**src/rtl/rx_phase_pkg.sv**
```systemverilog
// Shared definitions for the RX sampling-phase acquisition controller:
// FSM state encoding and default window sizing.
package rx_phase_pkg;

  // State encoding
  localparam logic [2:0] S_IDLE    = 3'd0;
  localparam logic [2:0] S_SETTLE  = 3'd1;
  localparam logic [2:0] S_MEASURE = 3'd2;
  localparam logic [2:0] S_EVAL    = 3'd3;
  localparam logic [2:0] S_LOCKED  = 3'd4;
  localparam logic [2:0] S_CHECK   = 3'd5;

  typedef enum logic [2:0] {
    ST_IDLE    = S_IDLE,
    ST_SETTLE  = S_SETTLE,
    ST_MEASURE = S_MEASURE,
    ST_EVAL    = S_EVAL,
    ST_LOCKED  = S_LOCKED,
    ST_CHECK   = S_CHECK
  } state_t;

  // Default window sizing
  localparam int DEF_SETTLE_BITS = 1024;
  localparam int DEF_WINDOW_BITS = 4096;
  localparam int DEF_LOCK_THRESH = 16;
  localparam int DEF_NB_WIN      = 32;

endpackage

```
**src/rtl/rx_phase_ctrl_bit_window.sv**
```systemverilog
// Bit-window tracker: snapshots the cumulative BER counters and reports the
// bit/error deltas since the snapshot. Deltas use modular subtraction so a
// counter wrap between snapshot and now needs no special handling.
module bit_window
  import rx_phase_pkg::*;
#(
  parameter int NB_COUNT = 64,
  parameter int NB_WIN   = DEF_NB_WIN
) (
  input  logic                clock,
  input  logic                i_reset,
  input  logic                i_snap,
  input  logic [NB_COUNT-1:0] i_bit_count,
  input  logic [NB_COUNT-1:0] i_error_count,
  input  logic [NB_WIN-1:0]   i_target,
  output logic                o_done,
  output logic [NB_WIN-1:0]   o_err
);

  logic [NB_COUNT-1:0] bit_base;
  logic [NB_COUNT-1:0] err_base;
  logic [NB_WIN-1:0]   bit_win;

  // Latch the counter base whenever a new window starts
  always_ff @(posedge clock) begin
    if (i_reset) begin
      bit_base <= '0;
      err_base <= '0;
    end else if (i_snap) begin
      bit_base <= i_bit_count;
      err_base <= i_error_count;
    end
  end

  // Deltas are taken modulo 2^NB_COUNT, then truncated to the window width
  assign bit_win = NB_WIN'(i_bit_count - bit_base);
  assign o_err   = NB_WIN'(i_error_count - err_base);
  assign o_done  = (bit_win >= i_target);

endmodule

```
**src/rtl/rx_phase_ctrl.sv**
```systemverilog
// RX sampling-phase acquisition controller. Sweeps every RX buffer offset,
// scores each over a fixed bit window using the BER counters, locks the
// offset with the fewest errors and re-acquires if the locked error rate
// degrades past a threshold. All outputs are registered.
module rx_phase_ctrl
  import rx_phase_pkg::*;
#(
  parameter int NB_COUNT    = 64,
  parameter int NB_OFF      = 2,
  parameter int SETTLE_BITS = DEF_SETTLE_BITS,
  parameter int WINDOW_BITS = DEF_WINDOW_BITS,
  parameter int LOCK_THRESH = DEF_LOCK_THRESH,
  parameter int NB_WIN      = DEF_NB_WIN
) (
  input  logic                clock,
  input  logic                i_reset,
  input  logic                i_enable,
  input  logic [NB_COUNT-1:0] i_error_count,
  input  logic [NB_COUNT-1:0] i_bit_count,
  output logic [NB_OFF-1:0]   o_offset,
  output logic                o_rx_enable,
  output logic                o_busy,
  output logic                o_locked,
  output logic [NB_OFF-1:0]   o_best_offset,
  output logic [NB_WIN-1:0]   o_best_errors,
  output logic                o_relock
);

  localparam logic [NB_WIN-1:0] SETTLE_T = NB_WIN'(SETTLE_BITS);
  localparam logic [NB_WIN-1:0] WINDOW_T = NB_WIN'(WINDOW_BITS);
  localparam logic [NB_WIN-1:0] THRESH_T = NB_WIN'(LOCK_THRESH);
  localparam logic [NB_OFF-1:0] LAST_OFF = '1;

  state_t state, state_nxt;

  logic [NB_OFF-1:0] cand, cand_nxt;
  logic [NB_OFF-1:0] best_off, best_off_nxt;
  logic [NB_WIN-1:0] best_err, best_err_nxt;
  logic [NB_WIN-1:0] win_err, win_err_nxt;
  logic              in_lock, in_lock_nxt;   // SETTLE is a post-lock resync
  logic [NB_OFF-1:0] pub_off_nxt;
  logic [NB_WIN-1:0] pub_err_nxt;
  logic [NB_OFF-1:0] offset_nxt;
  logic              rx_en_nxt, busy_nxt, locked_nxt, relock_nxt;
  logic              better;

  logic              snap;
  logic              win_done;
  logic [NB_WIN-1:0] win_errs;
  logic [NB_WIN-1:0] target;

  // Settle windows use the short target; measure and check use the full one
  assign target = (state == ST_SETTLE) ? SETTLE_T : WINDOW_T;

  bit_window #(
    .NB_COUNT (NB_COUNT),
    .NB_WIN   (NB_WIN)
  ) u_win (
    .clock         (clock),
    .i_reset       (i_reset),
    .i_snap        (snap),
    .i_bit_count   (i_bit_count),
    .i_error_count (i_error_count),
    .i_target      (target),
    .o_done        (win_done),
    .o_err         (win_errs)
  );

  // State register
  always_ff @(posedge clock) begin
    if (i_reset) state <= ST_IDLE;
    else         state <= state_nxt;
  end

  // Datapath and registered outputs, loaded from the next-state logic
  always_ff @(posedge clock) begin
    if (i_reset) begin
      cand          <= '0;
      best_off      <= '0;
      best_err      <= '1;
      win_err       <= '0;
      in_lock       <= 1'b0;
      o_offset      <= '0;
      o_rx_enable   <= 1'b0;
      o_busy        <= 1'b0;
      o_locked      <= 1'b0;
      o_best_offset <= '0;
      o_best_errors <= '0;
      o_relock      <= 1'b0;
    end else begin
      cand          <= cand_nxt;
      best_off      <= best_off_nxt;
      best_err      <= best_err_nxt;
      win_err       <= win_err_nxt;
      in_lock       <= in_lock_nxt;
      o_offset      <= offset_nxt;
      o_rx_enable   <= rx_en_nxt;
      o_busy        <= busy_nxt;
      o_locked      <= locked_nxt;
      o_best_offset <= pub_off_nxt;
      o_best_errors <= pub_err_nxt;
      o_relock      <= relock_nxt;
    end
  end

  // Next-state, best tracking and next output values
  always_comb begin
    state_nxt    = state;
    cand_nxt     = cand;
    best_off_nxt = best_off;
    best_err_nxt = best_err;
    win_err_nxt  = win_err;
    in_lock_nxt  = in_lock;
    pub_off_nxt  = o_best_offset;
    pub_err_nxt  = o_best_errors;
    relock_nxt   = 1'b0;
    snap         = 1'b0;
    better       = (win_err < best_err);

    case (state)
      ST_IDLE: begin
        if (i_enable) begin
          cand_nxt     = '0;
          best_off_nxt = '0;
          best_err_nxt = '1;
          in_lock_nxt  = 1'b0;
          state_nxt    = ST_SETTLE;
          snap         = 1'b1;
        end
      end
      ST_SETTLE: begin
        if (win_done) begin
          state_nxt = in_lock ? ST_CHECK : ST_MEASURE;
          snap      = 1'b1;
        end
      end
      ST_MEASURE: begin
        if (win_done) begin
          win_err_nxt = win_errs;
          state_nxt   = ST_EVAL;
        end
      end
      ST_EVAL: begin
        // Strict compare: on a tie the earlier (lower) offset is kept
        if (better) begin
          best_err_nxt = win_err;
          best_off_nxt = cand;
        end
        if (cand == LAST_OFF) begin
          pub_off_nxt = best_off_nxt;
          pub_err_nxt = best_err_nxt;
          state_nxt   = ST_LOCKED;
        end else begin
          cand_nxt  = cand + 1'b1;
          state_nxt = ST_SETTLE;
          snap      = 1'b1;
        end
      end
      ST_LOCKED: begin
        in_lock_nxt = 1'b1;
        state_nxt   = ST_SETTLE;
        snap        = 1'b1;
      end
      ST_CHECK: begin
        if (win_done) begin
          snap = 1'b1;
          if (win_errs > THRESH_T) begin
            relock_nxt   = 1'b1;
            in_lock_nxt  = 1'b0;
            cand_nxt     = '0;
            best_off_nxt = '0;
            best_err_nxt = '1;
            state_nxt    = ST_SETTLE;
          end
        end
      end
      default: state_nxt = ST_IDLE;
    endcase

    // Dropping enable aborts from anywhere; published results are retained
    if (!i_enable) begin
      state_nxt   = ST_IDLE;
      in_lock_nxt = 1'b0;
      relock_nxt  = 1'b0;
      snap        = 1'b0;
    end

    // Outputs reflect the state being entered so they change on that edge
    rx_en_nxt  = (state_nxt != ST_IDLE);
    locked_nxt = (state_nxt == ST_LOCKED) || (state_nxt == ST_CHECK) ||
                 ((state_nxt == ST_SETTLE) && in_lock_nxt);
    busy_nxt   = rx_en_nxt && !locked_nxt;
    offset_nxt = o_offset;
    if (rx_en_nxt) offset_nxt = locked_nxt ? best_off_nxt : cand_nxt;
  end

endmodule
```
**config.mk**
```make
export PLATFORM = sky130hd
export DESIGN_NAME = rx_phase_ctrl
export DESIGN_NICKNAME = d
export VERILOG_FILES = /design/src/rtl/rx_phase_pkg.sv /design/src/rtl/rx_phase_ctrl_bit_window.sv /design/src/rtl/rx_phase_ctrl.sv
export SDC_FILE = /design/constraint.sdc
export NUM_CORES = 1
export LEC_CHECK = 0
export CORE_MARGIN = 1
export CORE_UTILIZATION = 30
export DETAILED_ROUTE_END_ITERATION = 12
export PLACE_DENSITY = 0.58
export SLEW_MARGIN = 0
export SYNTH_ARGS = -nofsm -noshare
export SYNTH_HDL_FRONTEND = slang
export SYNTH_SLANG_ARGS = --single-unit
```
**constraint.sdc**
```tcl
create_clock -name clock -period 10.3 [get_ports clock]
set_input_delay 2.06 -clock clock [delete_from_list [all_inputs] [get_ports clock]]
set_output_delay 2.06 -clock clock [all_outputs]
set_load 0.02 [all_outputs]
```
## Word level (Yosys, flattened, before mapping)

Index checks and enable logic that the tools add are counted.
Widths: inputs -> output; s select.

| storage, ports and cells | value |
|---|---|
| logic and storage cells | 84 |
| flip-flop bits (word level) | 176 |
| output and inout bits | 40 |
| input port bits | 131 |

| operators by class | value |
|---|---|
| bitwise logic cells | 3 |
| muxes and demuxes | 34 |
| add/sub/neg operators | 3 |
| magnitude comparators | 3 |
| eq/ne operators | 12 |
| reductions and logical operators | 14 |

Operator list:

| operator | number |
|---|---|
| $mux 32 | 4 |
| $pmux 32 s3 | 1 |
| $sub 32x32->32 | 2 |
| $ge 32x13->1 | 1 |
| $gt 32x5->1 const B | 1 |
| $lt 32x32->1 | 1 |
| $mux 3 | 7 |
| $mux 2 | 9 |
| $pmux 3 s5 | 1 |
| $mux 13 | 1 |
| $eq 3x3->1 const B | 4 |
| $pmux 2 s3 | 2 |
| $mux 1 | 7 |
| $eq 3x1->1 const B | 2 |
| $eq 3x2->1 const B | 2 |
| $pmux 1 s3 | 2 |
| $reduce_bool 3->1 | 2 |
| $ne 2x2->1 const B | 2 |
| $reduce_and 2->1 | 2 |
| $reduce_and 4->1 | 1 |
| $reduce_or 2->1 | 2 |
| $reduce_or 4->1 | 1 |
| $logic_not 3->1 | 1 |
| $not 1->1 | 3 |
| other kinds (6) | 8 |

## Depth between registers and ports, before layout

Gate-level depths: netlist (run 1).

| depth | value |
|---|---|
| depth in word-level cells | 11 |
| mapped depth | 21 |
| mapped depth without buffers | 19 |

## Cells and area by module

Synthesis (run 1) repeated with hierarchy kept, for this count alone.

| second synthesis, totals | value |
|---|---|
| cells, all modules | 1407 |
| area total of the unflattened synthesis | 11556.1 um2 |

Modules (own cells, without submodules):

| module | cells an instance | instances | area each (um2) |
|---|---|---|---|
| bit_window | 820 | 1 | 6396.1 |
| rx_phase_ctrl | 587 | 1 | 5159.9 |

## Worst setup path before layout (run 1)

No wires, ideal clock.

| path | value |
|---|---|
| path kind | input -> register |
| start | in i_bit_count[0] |
| end | reg u_win.bit_base[20] |
| library setup time | 0.128 ns |
| arrival time | 5.832 ns |
| buffers on the path | 3 |
| stages | 21 |
| required time | 10.172 ns |
| setup slack | 4.340 ns |
| path through | inv_1 > ha_1 > fa_1 > nor2b_1 > o31a_2 > o211a_1 > nor2_1 > xor2_1 > ha_1 > and4_1 > o21ai_0 > or3_1 > o311ai_1 > or4b_4 > nor4_4 > a21o_1 > buf_4 > buf_8 > buf_12 > mux2i_1 > nor2_1 |

| on the way | value |
|---|---|
| longest elaborated chain between the ends | 5 |

Ends and longest elaborated chain:

| item | RTL line | source |
|---|---|---|
| from (decl) | rx_phase_ctrl.sv:19 | `input logic [NB_COUNT-1:0] i_bit_count,` |
| $sub 32x32->32 | rx_phase_ctrl_bit_window.sv:36 | `assign bit_win = NB_WIN'(i_bit_count - bit_base);` |
| $ge 32x13->1 | rx_phase_ctrl_bit_window.sv:38 | `assign o_done = (bit_win >= i_target);` |
| $mux 1 | rx_phase_ctrl.sv:132, rx_phase_ctrl.sv:165 |  |
| $pmux 1 s3 | rx_phase_ctrl.sv:120 | `case (state)` |
| $mux 1 | rx_phase_ctrl.sv:181 | `if (!i_enable) begin` |
| to (signal assigned) | rx_phase_ctrl_bit_window.sv:30 | `bit_base <= i_bit_count;` |
| to (decl) | rx_phase_ctrl_bit_window.sv:20 | `logic [NB_COUNT-1:0] bit_base;` |

Every way passes these cells.
A chain may end at the register's enable or synchronous reset.

## Final worst setup path (run 1)

| path | value |
|---|---|
| start | in i_bit_count[0] |
| end | reg win_err[20] |

| on the way | value |
|---|---|
| longest elaborated chain between the ends | 3 |

Ends and longest elaborated chain:

| item | RTL line | source |
|---|---|---|
| $sub 32x32->32 | rx_phase_ctrl_bit_window.sv:36 |  |
| $ge 32x13->1 | rx_phase_ctrl_bit_window.sv:38 |  |
| $reduce_and 2->1 (no line) | -- |  |
| to (signal assigned) | rx_phase_ctrl.sv:94 | `win_err <= win_err_nxt;` |
| to (decl) | rx_phase_ctrl.sv:39 | `logic [NB_WIN-1:0] win_err, win_err_nxt;` |

Every way passes these cells.

==> impl_metrics.py, run 1 <==
metrics = {
    "yosys": {
        "synth_area_leaders": "dfxtp_1 (28%), ha_1 (9.5%), mux2i_1 (8.0%), nor2_1 (6.6%), a21oi_1 (4.5%)",
        "ys_ff_latch": 176,
        "synth_top_area_cell": "dfxtp_1",
        "syn_area_mm2": 0.01252,
        "synth_edf_count": 0,
        "ys_types": 94,
        "ys.flop_type": "dfxtp_1",
        "synth-async-reset-ratio": 0,
        "yosysMostFrequentCell": "nor2_1",
        "yosysTopAreaCellShare": 0.2814,
        "synthCells": 1588,
        "syn_area_per_cell_um2": 7.885,
        "synth_nets": 1816,
        "ys_warn_count": 0,
        "synth-seq-area-share": 0.2814,
        "netlist_top_cells_count": "nor2_1 (219), dfxtp_1 (176), nand2_1 (118)",
    },
    "critical_path": {
        "reg2regPathDepth": 19,
        "r2r_end": "win_err[20]",
        "critPathKind": "primary input to register",
        "rr_startpoint": "u_win.bit_base[2]",
        "rrSetupSlack_ns": 4.58,
        "crit_path_end_kind": "register",
        "crit_fanout": 29,
        "cp.required_ns": 10.60,
        "crit_arrival_ns": 7.81,
        "start_kind": "primary input",
    },
    "clock_network": {
        "cts_sinks": 176,
        "cts_resized": 0,
        "clock_path_buffers": 2,
        "clock_latency_ns": 0.46,
        "hold_buffers": 0,
        "cts_tree": "done",
        "path_clk_slew_ns": 0.07,
        "htreeDepth": 4,
        "cts_root_buf": "clkbuf_16",
        "cts_setup_buffers": 0,
        "cts_buffers": 17,
    },
    "sta": {
        "setup_tns_ns": 0,
        "timing.final.ws_setup_ns": 2.790,
        "rsz0062_at_grt": "false",
        "slew_viol_final": 0,
        "setup_violations": 0,
        "worst_pin_slew_ns": 1.106,
        "finalClockSkew_ns": 0.01240,
        "hold-worst-slack_ns": 0.4803,
        "maxSlewHeadroom": 0.2624,
        "fmax_mhz": 133.2,
        "min_period_over_period": 0.7291,
        "min_period_ns": 7.510,
        "hold_viol": 0,
    },
    "cells_and_area": {
        "register_area_mm2": 0.003523,
        "syn_to_final_growth_pct": 15.49,
        "fill_cells": 4327,
        "layout-drive-gt1-share": 0.06545,
        "nets": 1866,
        "multiInputGateArea_mm2": 0.008130,
    },
    "global_route": {
        "antenna_found_initial": 2,
        "grt_max_degree": 106,
        "grt_overflow": 0,
        "track_usage": 0.1658,
        "grt_pass1_vias": 10863,
        "grt_pass1_wl_mm": 56.30,
    },
    "power": {
        "ir_worst_vdd_mv": 0.1167,
        "finalPower_w": 0.001869,
        "power_density_mw_per_mm2": 129.2,
        "power.leakage_nw": 5.997,
    },
    "route": {
        "postRouteAntennaNets": 0,
        "drtIter0Drc": 652,
        "finalWirelength_mm": 34.20,
        "wl_per_cell_um": 15.67,
        "firstDrtPassIters": 10,
        "remaining_drc_errors": 24,
        "num_vias": 11257,
        "viasPerCell": 5.157,
    },
    "floorplanning": {
        "die_w_um": 206.3,
        "io_pins": 171,
        "core_area_mm2": 0.04102,
        "start_util": 0.3053,
        "die_area_mm2": 0.04256,
        "rows": 74,
        "die_h_um": 206.3,
    },
    "place": {
        "numPortBuffers": 106,
        "gp_congestion": 0.8792,
        "dp_hpwl_mm": 26.22,
        "dp_slack_ns": 2.294,
    },
    "flow_run": {
        "maxCapViolCount": 0,
    },
    "status": {
        "status": "finished with violations",
        "violations": "design-rule violations",
    },
    "worst_hold_path": {
        "holdPathEnd": "o_offset[0]",
        "holdPathStages": 1,
        "hp-class": "register to register",
        "hold_start": "o_offset[0]",
    },
}
==> flip-flops by register name, summed over array words and instances, names as in the netlist <==
register	cells
best_err	32
best_off	2
cand	2
in_lock	1
o_best_errors	32
o_best_offset	2
o_busy	1
o_locked	1
o_offset	2
o_relock	1
o_rx_enable	1
state	3
u_win.bit_base	32
u_win.err_base	32
win_err	32
==> critical path, cell delays in order <==
cell and delay, ns:
clkdlybuf4s50_1 0.45, inv_1 0.05, ha_1 0.22, fa_1 0.39, nor2b_1 0.19, o31a_2 0.24, o211a_1 0.21, nor2_1 0.06
xor2_1 0.15, ha_1 0.29, and4_1 0.20, o21ai_0 0.13, or3_1 0.17, o311ai_1 0.11, or4b_4 0.57, or4_1 1.00
nand2_1 0.73, buf_4 0.35, nor2_1 0.06, a21oi_1 0.12, nor2_1 0.06
==> layer usage <==
metal,global-route usage,wire length (um),vias up
met5,0,8,-
met4,0.04569,540,2
met3,0.03327,1193,36
met2,0.2940,16830,198
met1,0.2011,15630,5267
li1,-,-,5754
==> how the worst max path moves through the flow <==
stage                     cells after the start      startpoint  slack, ns                 end
after global routing                         21  i_bit_count[0]       2.35          win_err[3]
after floorplan                              21  i_bit_count[0]       4.34  u_win.bit_base[20]
after detailed placement                     21  i_bit_count[0]       2.29         win_err[20]
after global placement                       21  i_bit_count[0]       2.33          win_err[0]
after CTS                                    21  i_bit_count[0]       2.80         win_err[20]
final                                        21  i_bit_count[0]       2.79         win_err[20]
==> logic make-up (layout without fill, tap and decap cells) <==
logic type                 count (synthesis)  after routing  share of synthesized area
AOI/OAI and AO/OA                        415            415                     0.2263
xor gates and xnor gates                  37             37                    0.02588
adders and majority gates                 97             97                    0.09813
buffers and inverters                    198            260                    0.07095
DFF                                      176            176                     0.2814
muxes                                    103            103                    0.08264
other                                      0              1                          0
and+or+nand+nor                          562            562                     0.2146
==> cells in the final DEF, fill, tap and decap left out, drive strengths merged, types with 10 or more instances in the layout <==
cell / instances
mux2i: 100
xnor2: 19
nand4: 27
o21bai: 41
clkdlybuf4s50: 105
ha: 95
o21ai: 72
a21oi: 116
a21o: 23
nor4: 10
o211ai: 15
nor2b: 10
inv: 121
o21a: 11
nand3: 40
dfxtp: 176
or3: 14
nor2: 249
xor2: 18
nand2: 118
a211oi: 55
nor3: 21
clkbuf: 18
nand2b: 12
and2: 15
==> stage by stage <==
step | area [um2] | cells | utilization
after floorplan | 12520 | 1588 | -
after global placement | 13870 | 2151 | 0.3381
after detailed placement | 13870 | 2151 | 0.3381
after CTS | 14460 | 2182 | 0.3525
after global routing | 14460 | 2182 | 0.3525
final | 14460 | 2183 | 0.3525
==> final cells by class <==
| cell class | instances | share of cell area |
|---|---|---|
| Timing Repair Buffer | 113 | 0.07684 |
| Multi-Input combinational cell | 1214 | 0.5623 |
| Clock buffer | 18 | 0.03037 |
| Clock inverter | 13 | 0.01056 |
| Tap cell | 532 | 0.04603 |
| Antenna cell | 1 | 0.0001731 |
| Sequential cell | 176 | 0.2437 |
| Inverter | 116 | 0.03011 |
==> power breakdown <==
part           leakage (nW)  switching, W  internal (W)
sequential             1.43     0.0000143      0.000702
combinational          4.28      0.000296      0.000187
clock                 0.285      0.000302      0.000368
Power figures use the tool's default switching activity.
==> inputs of run 2 (changes only) <==
Clock period 10.3 ns to 7 ns, I/O delays scaled along.
==> run 2 against run 1 <==
Effect of this change:
- the flow still finishes with violations (design-rule violations)
- sequential share of layout area shrank 0.092 points
- final area rose by 0.38%
- combinational power rose by 48%
- largest power group unchanged
- highest routed layer unchanged
==> impl_metrics.py, run 2 (synthesis results as in run 1) <==
metrics = {
    "clock_network": {
        "path_clk_slew_ns": 0.07,
        "cts_sinks": 176,
        "cts_root_buf": "clkbuf_16",
        "clock_latency_ns": 0.46,
        "hold_buffers": 0,
        "cts_resized": 0,
        "cts_setup_buffers": 0,
        "htreeDepth": 4,
        "clock_path_buffers": 2,
        "cts_buffers": 17,
        "cts_tree": "done",
    },
    "route": {
        "num_vias": 11211,
        "wl_per_cell_um": 15.93,
        "drtIter0Drc": 628,
        "viasPerCell": 5.129,
        "firstDrtPassIters": 9,
        "finalWirelength_mm": 34.82,
        "postRouteAntennaNets": 0,
        "remaining_drc_errors": 12,
    },
    "worst_hold_path": {
        "hold_start": "o_offset[0]",
        "hp-class": "register to register",
        "holdPathStages": 1,
        "holdPathEnd": "o_offset[0]",
    },
    "sta": {
        "slew_viol_final": 0,
        "worst_pin_slew_ns": 1.071,
        "maxSlewHeadroom": 0.2863,
        "hold_viol": 0,
        "setup_tns_ns": 0,
        "setup_violations": 0,
        "min_period_over_period": 0.8592,
        "finalClockSkew_ns": 0.01503,
        "rsz0062_at_grt": "false",
        "fmax_mhz": 166.3,
        "min_period_ns": 6.014,
    },
    "place": {
        "dp_hpwl_mm": 26.78,
        "dpl.cell_count": 2155,
        "gp_congestion": 0.8919,
        "dpl_cell_area_mm2": 0.01392,
        "numPortBuffers": 106,
    },
    "critical_path": {
        "critPathKind": "primary input to register",
        "start_kind": "primary input",
        "reg2regPathDepth": 17,
        "rr_startpoint": "u_win.bit_base[2]",
        "crit_arrival_ns": 6.33,
        "crit_fanout": 24,
        "rrSetupSlack_ns": 2.06,
        "crit_path_end_kind": "register",
        "r2r_end": "u_win.err_base[6]",
        "cp.required_ns": 7.32,
    },
    "floorplanning": {
        "core_area_mm2": 0.04102,
        "start_util": 0.3053,
        "die_area_mm2": 0.04256,
        "rows": 74,
        "io_pins": 171,
        "die_h_um": 206.3,
        "die_w_um": 206.3,
    },
    "cells_and_area": {
        "insertedDiodeCount": 0,
        "multiInputGateArea_mm2": 0.008130,
        "final_cell_count_no_fill": 2186,
        "utilization": 0.3539,
        "layout-drive-gt1-share": 0.06771,
        "layout_common_cells": "nor2_1 (218), dfxtp_1 (176), nand2_1 (118)",
        "final_common_cell": "nor2_1",
        "postLayoutCellArea_mm2": 0.01452,
        "register_area_mm2": 0.003523,
        "fill_cells": 4317,
        "syn_to_final_growth_pct": 15.93,
        "nets": 1870,
    },
    "flow_run": {
        "maxCapViolCount": 0,
    },
    "global_route": {
        "antenna_found_initial": 1,
        "grt_pass1_wl_mm": 56.98,
        "grt_overflow": 0,
        "track_usage": 0.1689,
        "grt_max_degree": 95,
        "grt_pass1_vias": 11015,
    },
    "status": {
        "status": "finished with violations",
        "violations": "design-rule violations",
    },
    "power": {
        "power_density_mw_per_mm2": 190.0,
        "ir_worst_vdd_mv": 0.1467,
        "power.leakage_nw": 6.023,
    },
}
## run 2: cell types whose count changed in the layout (fill, tap and decap cells not counted), sizes merged
cell / change
inv: +2
buf: +4
clkinvlp: -1
bufinv: -1
clkbuf: -1
diode: -1
clkinv: +1
## run 2: stage by stage
stage	hold slack [ns]	total power [W]	setup slack (ns)
floorplan	0.4476	0.001591	1.700
global placement	0.4623	0.001787	0.5781
detailed placement	0.4583	0.001791	0.4837
CTS	0.4757	0.002798	0.9833
global route	0.5083	0.002915	0.6025
finish	0.4743	0.002758	0.9857
## run 2: worst max-delay path by stage
stage                     depth (start not counted)  slack, ns            from            endpoint
after floorplan                                  21       1.70  i_bit_count[0]  u_win.bit_base[31]
after global placement                           21       0.58  i_bit_count[0]         best_err[0]
after detailed placement                         19       0.48  i_bit_count[0]   u_win.err_base[6]
after CTS                                        19       0.98  i_bit_count[0]   u_win.bit_base[6]
after global routing                             19       0.60  i_bit_count[0]   u_win.err_base[4]
final                                            20       0.99  i_bit_count[0]   u_win.err_base[6]
## run 2: cell type report
class,count,area share
clock buffer,17,0.02931
multi-input combinational,1214,0.5601
inverter,116,0.03000
sequential,176,0.2427
timing repair buffer,117,0.08034
tap,532,0.04586
clock inverter,14,0.01164
## run 2: layer usage
| metal | wire (um) | GRT usage | share of wire |
|---|---|---|---|
| met1 | 15650 | 0.2003 | 0.45 |
| met2 | 17260 | 0.3015 | 0.50 |
| met4 | 756 | 0.06092 | 0.022 |
| met5 | 11 | 0 | 0.00032 |
| met3 | 1142 | 0.02996 | 0.033 |
## run 2: critical path, stage by stage
cell and delay [ns]:
clkdlybuf4s50_1 0.45, inv_1 0.06, ha_1 0.21, fa_1 0.39
nor2b_1 0.19, o31a_2 0.23, o21ai_2 0.12, nand3_1 0.11
xor2_1 0.17, ha_1 0.31, and4_1 0.21, o21ai_0 0.13
or3_1 0.17, o311ai_1 0.12, or4b_4 0.57, nor4_4 0.51
a21o_4 0.43, buf_12 0.25, mux2i_1 0.21, nor2_1 0.06
## run 2: power breakdown
part           total [W]  internal (W)  switching [W]
combinational   0.000717      0.000278       0.000439
clock           0.000987      0.000508       0.000479
sequential       0.00105       0.00103      0.0000220
total            0.00276       0.00182       0.000941
